### config.mk
export PLATFORM = sky130hd
export DESIGN_NAME = riscv_lsu
export DESIGN_NICKNAME = d
export VERILOG_FILES = /design/src/rtl/riscv_lsu.sv
export SDC_FILE = /design/constraint.sdc
export NUM_CORES = 1
export LEC_CHECK = 0
export BUFFER_PORTS_ARGS = -buffer_cell sky130_fd_sc_hd__clkbuf_2
export CAP_MARGIN = 30
export CORE_MARGIN = 5
export CORE_UTILIZATION = 52
export DETAILED_ROUTE_END_ITERATION = 8
export GPL_ROUTABILITY_DRIVEN = 0
export PLACE_DENSITY_LB_ADDON = 0.15
export SLEW_MARGIN = 5
export SYNTH_ARGS = -nofsm -noshare
export SYNTH_HDL_FRONTEND = slang
export SYNTH_SLANG_ARGS = --single-unit
### constraint.sdc
create_clock -name clk_i -period 3.8 [get_ports clk_i]
set_clock_uncertainty 0.05 [all_clocks]
set_input_delay 0.38 -clock clk_i [delete_from_list [all_inputs] [get_ports clk_i]]
set_output_delay 0.38 -clock clk_i [all_outputs]
set_load 0.03 [all_outputs]
### src/rtl/riscv_lsu.sv
// Load/store unit: steers store bytes onto a req/gnt/rvalid bus, then extracts and extends
// load data. Reports misaligned or illegal accesses and bus timeouts as error responses.
module riscv_lsu #(
    parameter int ADDR_WIDTH = 32,
    parameter int TIMEOUT    = 255
) (
    input  logic                  clk_i,
    input  logic                  rst_i,
    input  logic                  req_valid_i,
    output logic                  req_ready_o,
    input  logic                  req_we_i,
    input  logic [1:0]            req_size_i,
    input  logic                  req_unsigned_i,
    input  logic [ADDR_WIDTH-1:0] req_addr_i,
    input  logic [31:0]           req_wdata_i,
    output logic                  rsp_valid_o,
    output logic                  rsp_err_o,
    output logic [31:0]           rsp_rdata_o,
    output logic                  mem_req_o,
    output logic                  mem_we_o,
    output logic [3:0]            mem_be_o,
    output logic [ADDR_WIDTH-1:0] mem_addr_o,
    output logic [31:0]           mem_wdata_o,
    input  logic                  mem_gnt_i,
    input  logic                  mem_rvalid_i,
    input  logic [31:0]           mem_rdata_i
);

    typedef enum logic [1:0] {IDLE, REQ, WAIT} state_e;

    localparam int CW = (TIMEOUT > 1) ? $clog2(TIMEOUT + 1) : 1;

    state_e        state;
    logic [CW-1:0] cnt;
    logic [1:0]    size_q;
    logic          uns_q;
    logic [1:0]    off_q;

    logic          misaligned;
    logic          expired;
    logic [3:0]    be_n;
    logic [31:0]   wdata_n;
    logic [31:0]   shifted;
    logic [31:0]   load_ext;

    always_comb begin
        misaligned = (req_size_i == 2'b11) ||
                     (req_size_i == 2'b01 && req_addr_i[0]) ||
                     (req_size_i == 2'b10 && req_addr_i[1:0] != 2'b00);
        case (req_size_i)
            2'b00:   begin be_n = 4'b0001 << req_addr_i[1:0]; wdata_n = {4{req_wdata_i[7:0]}}; end
            2'b01:   begin be_n = 4'b0011 << req_addr_i[1:0]; wdata_n = {2{req_wdata_i[15:0]}}; end
            default: begin be_n = 4'b1111;                    wdata_n = req_wdata_i; end
        endcase
    end

    // Shift the addressed lane down to bit 0, then extend from its top bit.
    always_comb begin
        shifted = mem_rdata_i >> {off_q, 3'b000};
        case (size_q)
            2'b00:   load_ext = {{24{~uns_q & shifted[7]}}, shifted[7:0]};
            2'b01:   load_ext = {{16{~uns_q & shifted[15]}}, shifted[15:0]};
            default: load_ext = mem_rdata_i;
        endcase
    end

    assign expired = (TIMEOUT != 0) && (cnt == CW'(TIMEOUT - 1));

    always_ff @(posedge clk_i) begin
        if (rst_i) begin
            state       <= IDLE;
            cnt         <= '0;
            size_q      <= 2'b00;
            uns_q       <= 1'b0;
            off_q       <= 2'b00;
            req_ready_o <= 1'b1;
            rsp_valid_o <= 1'b0;
            rsp_err_o   <= 1'b0;
            rsp_rdata_o <= '0;
            mem_req_o   <= 1'b0;
            mem_we_o    <= 1'b0;
            mem_be_o    <= '0;
            mem_addr_o  <= '0;
            mem_wdata_o <= '0;
        end else begin
            rsp_valid_o <= 1'b0;
            rsp_err_o   <= 1'b0;
            rsp_rdata_o <= '0;
            case (state)
                IDLE: begin
                    if (req_valid_i) begin
                        if (misaligned) begin
                            rsp_valid_o <= 1'b1;
                            rsp_err_o   <= 1'b1;
                        end else begin
                            size_q      <= req_size_i;
                            uns_q       <= req_unsigned_i;
                            off_q       <= req_addr_i[1:0];
                            mem_req_o   <= 1'b1;
                            mem_we_o    <= req_we_i;
                            mem_be_o    <= be_n;
                            mem_addr_o  <= {req_addr_i[ADDR_WIDTH-1:2], 2'b00};
                            mem_wdata_o <= wdata_n;
                            cnt         <= '0;
                            req_ready_o <= 1'b0;
                            state       <= REQ;
                        end
                    end
                end
                REQ: begin
                    if (mem_gnt_i) begin
                        mem_req_o <= 1'b0;
                        cnt       <= '0;
                        if (mem_we_o) begin
                            rsp_valid_o <= 1'b1;
                            req_ready_o <= 1'b1;
                            state       <= IDLE;
                        end else begin
                            state <= WAIT;
                        end
                    end else if (expired) begin
                        mem_req_o   <= 1'b0;
                        rsp_valid_o <= 1'b1;
                        rsp_err_o   <= 1'b1;
                        req_ready_o <= 1'b1;
                        state       <= IDLE;
                    end else begin
                        cnt <= cnt + 1'b1;
                    end
                end
                WAIT: begin
                    if (mem_rvalid_i) begin
                        rsp_valid_o <= 1'b1;
                        rsp_rdata_o <= load_ext;
                        req_ready_o <= 1'b1;
                        state       <= IDLE;
                    end else if (expired) begin
                        rsp_valid_o <= 1'b1;
                        rsp_err_o   <= 1'b1;
                        req_ready_o <= 1'b1;
                        state       <= IDLE;
                    end else begin
                        cnt <= cnt + 1'b1;
                    end
                end
                default: begin
                    req_ready_o <= 1'b1;
                    mem_req_o   <= 1'b0;
                    state       <= IDLE;
                end
            endcase
        end
    end

endmodule

==> flow_summary.ini <==
[run_status]
status = completed

[cts]
root_buffer = clkbuf_8
cts_buffers = 17
path_clk_slew_ns = 0.06
htreeDepth = 4
ctsResizeCount = 0
clk_latency_ns = 0.50
postCtsSetupRepairBufs = 0
cts.hold.buffers_added = 0
clockBufferDepth = 2
cts_tree = built
numClockSinks = 118

[routing]
avgViaCountPerCell = 5.557
remaining_drc_errors = 0
wl_per_cell_um = 16.39
dr.pass1.iters = 5
vias = 5168
ant_nets = 0
drt_iter0_markers = 339
wirelength_mm = 15.24

[die]
core_area_um2 = 9729
dieArea_um2 = 12020
ios = 210
fp.dieW_um = 109.6
start_util_pct = 53.05
rows = 36
die_h_um = 109.6

[setup_path]
cpPeakStageDelay_ns = 0.86
critPathSlowestCell = a2111oi_4
worstPathRequired_ns = 4.19
critPathKind = flip-flop to flip-flop
path_max_fanout = 20
arrival_ns = 3.06
crit_chain = nor2b_1 > a2bb2oi_1 > a2111oi_4 > a21o_1
endpoint_kind = flip-flop
worst_setup_path_start_kind = flip-flop

[power_and_ir_drop]
seq_power_share_pct = 39.8
p_leak_nw = 3.078
p_clk_share_pct = 46.4
p_sw_share_pct = 26.18
peakVddDrop_uv = 403.5
comb_power_share_pct = 13.9
switchingPower_uw = 877.2
powerDensity_nw_per_um2 = 493.9
p_int_mw = 2.473

[synth]
synth_largest_area_cell = dfxtp_1
netlist.area_leader.share_pct = 45.77
syn_avg_cell_area_um2 = 8.588
synth_cells = 601
synthArstFlopShare_pct = 0
synth_warnings = 0
syn_area_um2 = 5161
ys_seq_elements = 118
synth_edf_count = 0
ys_top_cells_by_area = dfxtp_1 46%, nand2_1 8.7%, a21oi_1 7.5%
synth_ff_type = dfxtp_1
synth-seq-area-share_pct = 45.77
synth_cell_types = 55

[flow_run]
cap_violations = 0

[timing]
max-slew-margin-rel_pct = 32.57
fin_ws_ns = 1.139
final-setup-viol-count = 0
fin_crit_sh_pct = 70.03
tightest_slew_ns = 1.010
rsz0062_at_grt = false
hold_viol_final = 0
maxSlewViolCount = 0
fmax_mhz = 375.8
fin_tns_setup_ns = 0
period_needed_ns = 2.661

[placed_design]
dp_hpwl_mm = 10.84
place_area_um2 = 6207
pre_cts_slack_ns = 1.102
numPortBuffers = 207

[finish]
antenna_cells = 0
final_area_um2 = 6784
fill_cells = 829
final_nets = 897
syn_to_final_growth_pct = 31.44
drive_above_1_share_pct = 32.50

[global_route]
grt_pass1_wl_mm = 23.47
grt_usage_pct = 24.97
first_global_vias = 4862
gr-total-overflow = 0
antenna_found_initial = 0
grt_max_degree = 86

[worst_hold_path]
hp-class = input port to flip-flop
-- metrics by stage --
| stage | hold slack [ns] | std cells | utilization [%] | power (mW) |
|---|---|---|---|---|
| final | 0.03904 | 930 | 69.73 | 3.351 |
| after global routing | 0.01475 | 930 | 69.73 | 3.478 |
| after CTS | 0.01501 | 930 | 69.73 | 3.373 |
| after detailed placement | 0.3961 | 900 | 63.80 | 1.816 |
| after global placement | 0.3912 | 900 | 63.80 | 1.807 |
| after floorplan | 0.3816 | 602 | - | 1.651 |
-- metal layers --
layer	global-route usage, %	vias up	routed length [um]
li1	-	2517	-
met1	30.45	2405	6106
met2	41.76	227	7564
met3	7.692	19	1364
met4	8.638	0	206
met5	0	-	0
-- cell usage after synthesis, types with 8 or more instances --
cell type	count
mux2i_1	32
o211ai_1	10
nor2_1	39
a21oi_1	77
clkbuf_1	30
o21ai_0	14
a21o_1	18
inv_1	8
a311oi_1	11
nand2_1	120
a22oi_1	8
dfxtp_1	118
a211oi_1	13
nand3_1	8
-- cells by family after synthesis --
kind of cell	Yosys count	synth area share [%]
muxes	33	6.642
other	1	0.07266
adders and majority gates	6	1.455
AOI/OAI and AO/OA	193	25.45
DFF	118	45.77
buffers and inverters	55	4.679
and+or+nand+nor	195	15.93
-- worst max-delay path: cells and delay by family (launching register included) --
| kind | cells | cell delay, ns |
|---|---|---|
| AOI/OAI and AO/OA | 3 | 1.23 |
| DFF | 1 | 0.76 |
| and+or+nand+nor | 1 | 0.55 |
-- placed cells by master, fill, tap and decap left out, types with 8 or more instances in the layout --
master     netlist  final
nor2_1          39     39
clkbuf_16        0     16
nand3_1          8      8
clkbuf_2         0    206
mux2i_1         32     32
a21o_1          18     18
a21oi_1         77     77
dfxtp_1        118    118
a311oi_1        11     11
nand2_1        120    120
o211ai_1        10     10
o21ai_0         14     14
a22oi_1          8      8
inv_1            8      8
a211oi_1        13     13
-- flip-flops by register name, indices dropped and copies added, names as in the netlist, 2 cells and up --
register     count
mem_addr_o      30
off_q            2
mem_wdata_o     32
rsp_rdata_o     32
size_q           2
mem_be_o         4
cnt              8
state            2
-- layout make-up --
type,count,area (um2),area share (%)
repair buffers,211,1066,15.71
clock buffers,21,449.2,6.621
inverters,9,33.78,0.4980
clock inverters,9,127.6,1.881
well taps,133,166.4,2.453
flip-flops and latches,118,2362,34.82
multi-input cells,429,2579,38.01
-- worst paths after layout --
kind                             from                    endpoint  slack (ns)  cells after the start
max             off_q[1]$_SDFFE_PP0P_  rsp_rdata_o[19]$_SDFF_PP0_        1.14                      4
min                     req_addr_i[9]  mem_addr_o[9]$_SDFFE_PP0P_        0.04                      3
max reg2reg     off_q[1]$_SDFFE_PP0P_  rsp_rdata_o[19]$_SDFF_PP0_        1.14                      4
min reg2reg  mem_be_o[0]$_SDFFE_PP0P_    mem_be_o[0]$_SDFFE_PP0P_        0.40                      2
-- power groups by stage --
stage                     registers [mW]  logic (mW)  clock network (mW)
after global placement              1.35       0.453                   0
after global routing                1.34       0.505                1.63
after detailed placement            1.36       0.461                   0
after CTS                           1.33       0.465                1.58
final                               1.33       0.465                1.55
after floorplan                     1.44       0.214                   0
Note: power is estimated with default switching activity, not from simulation.
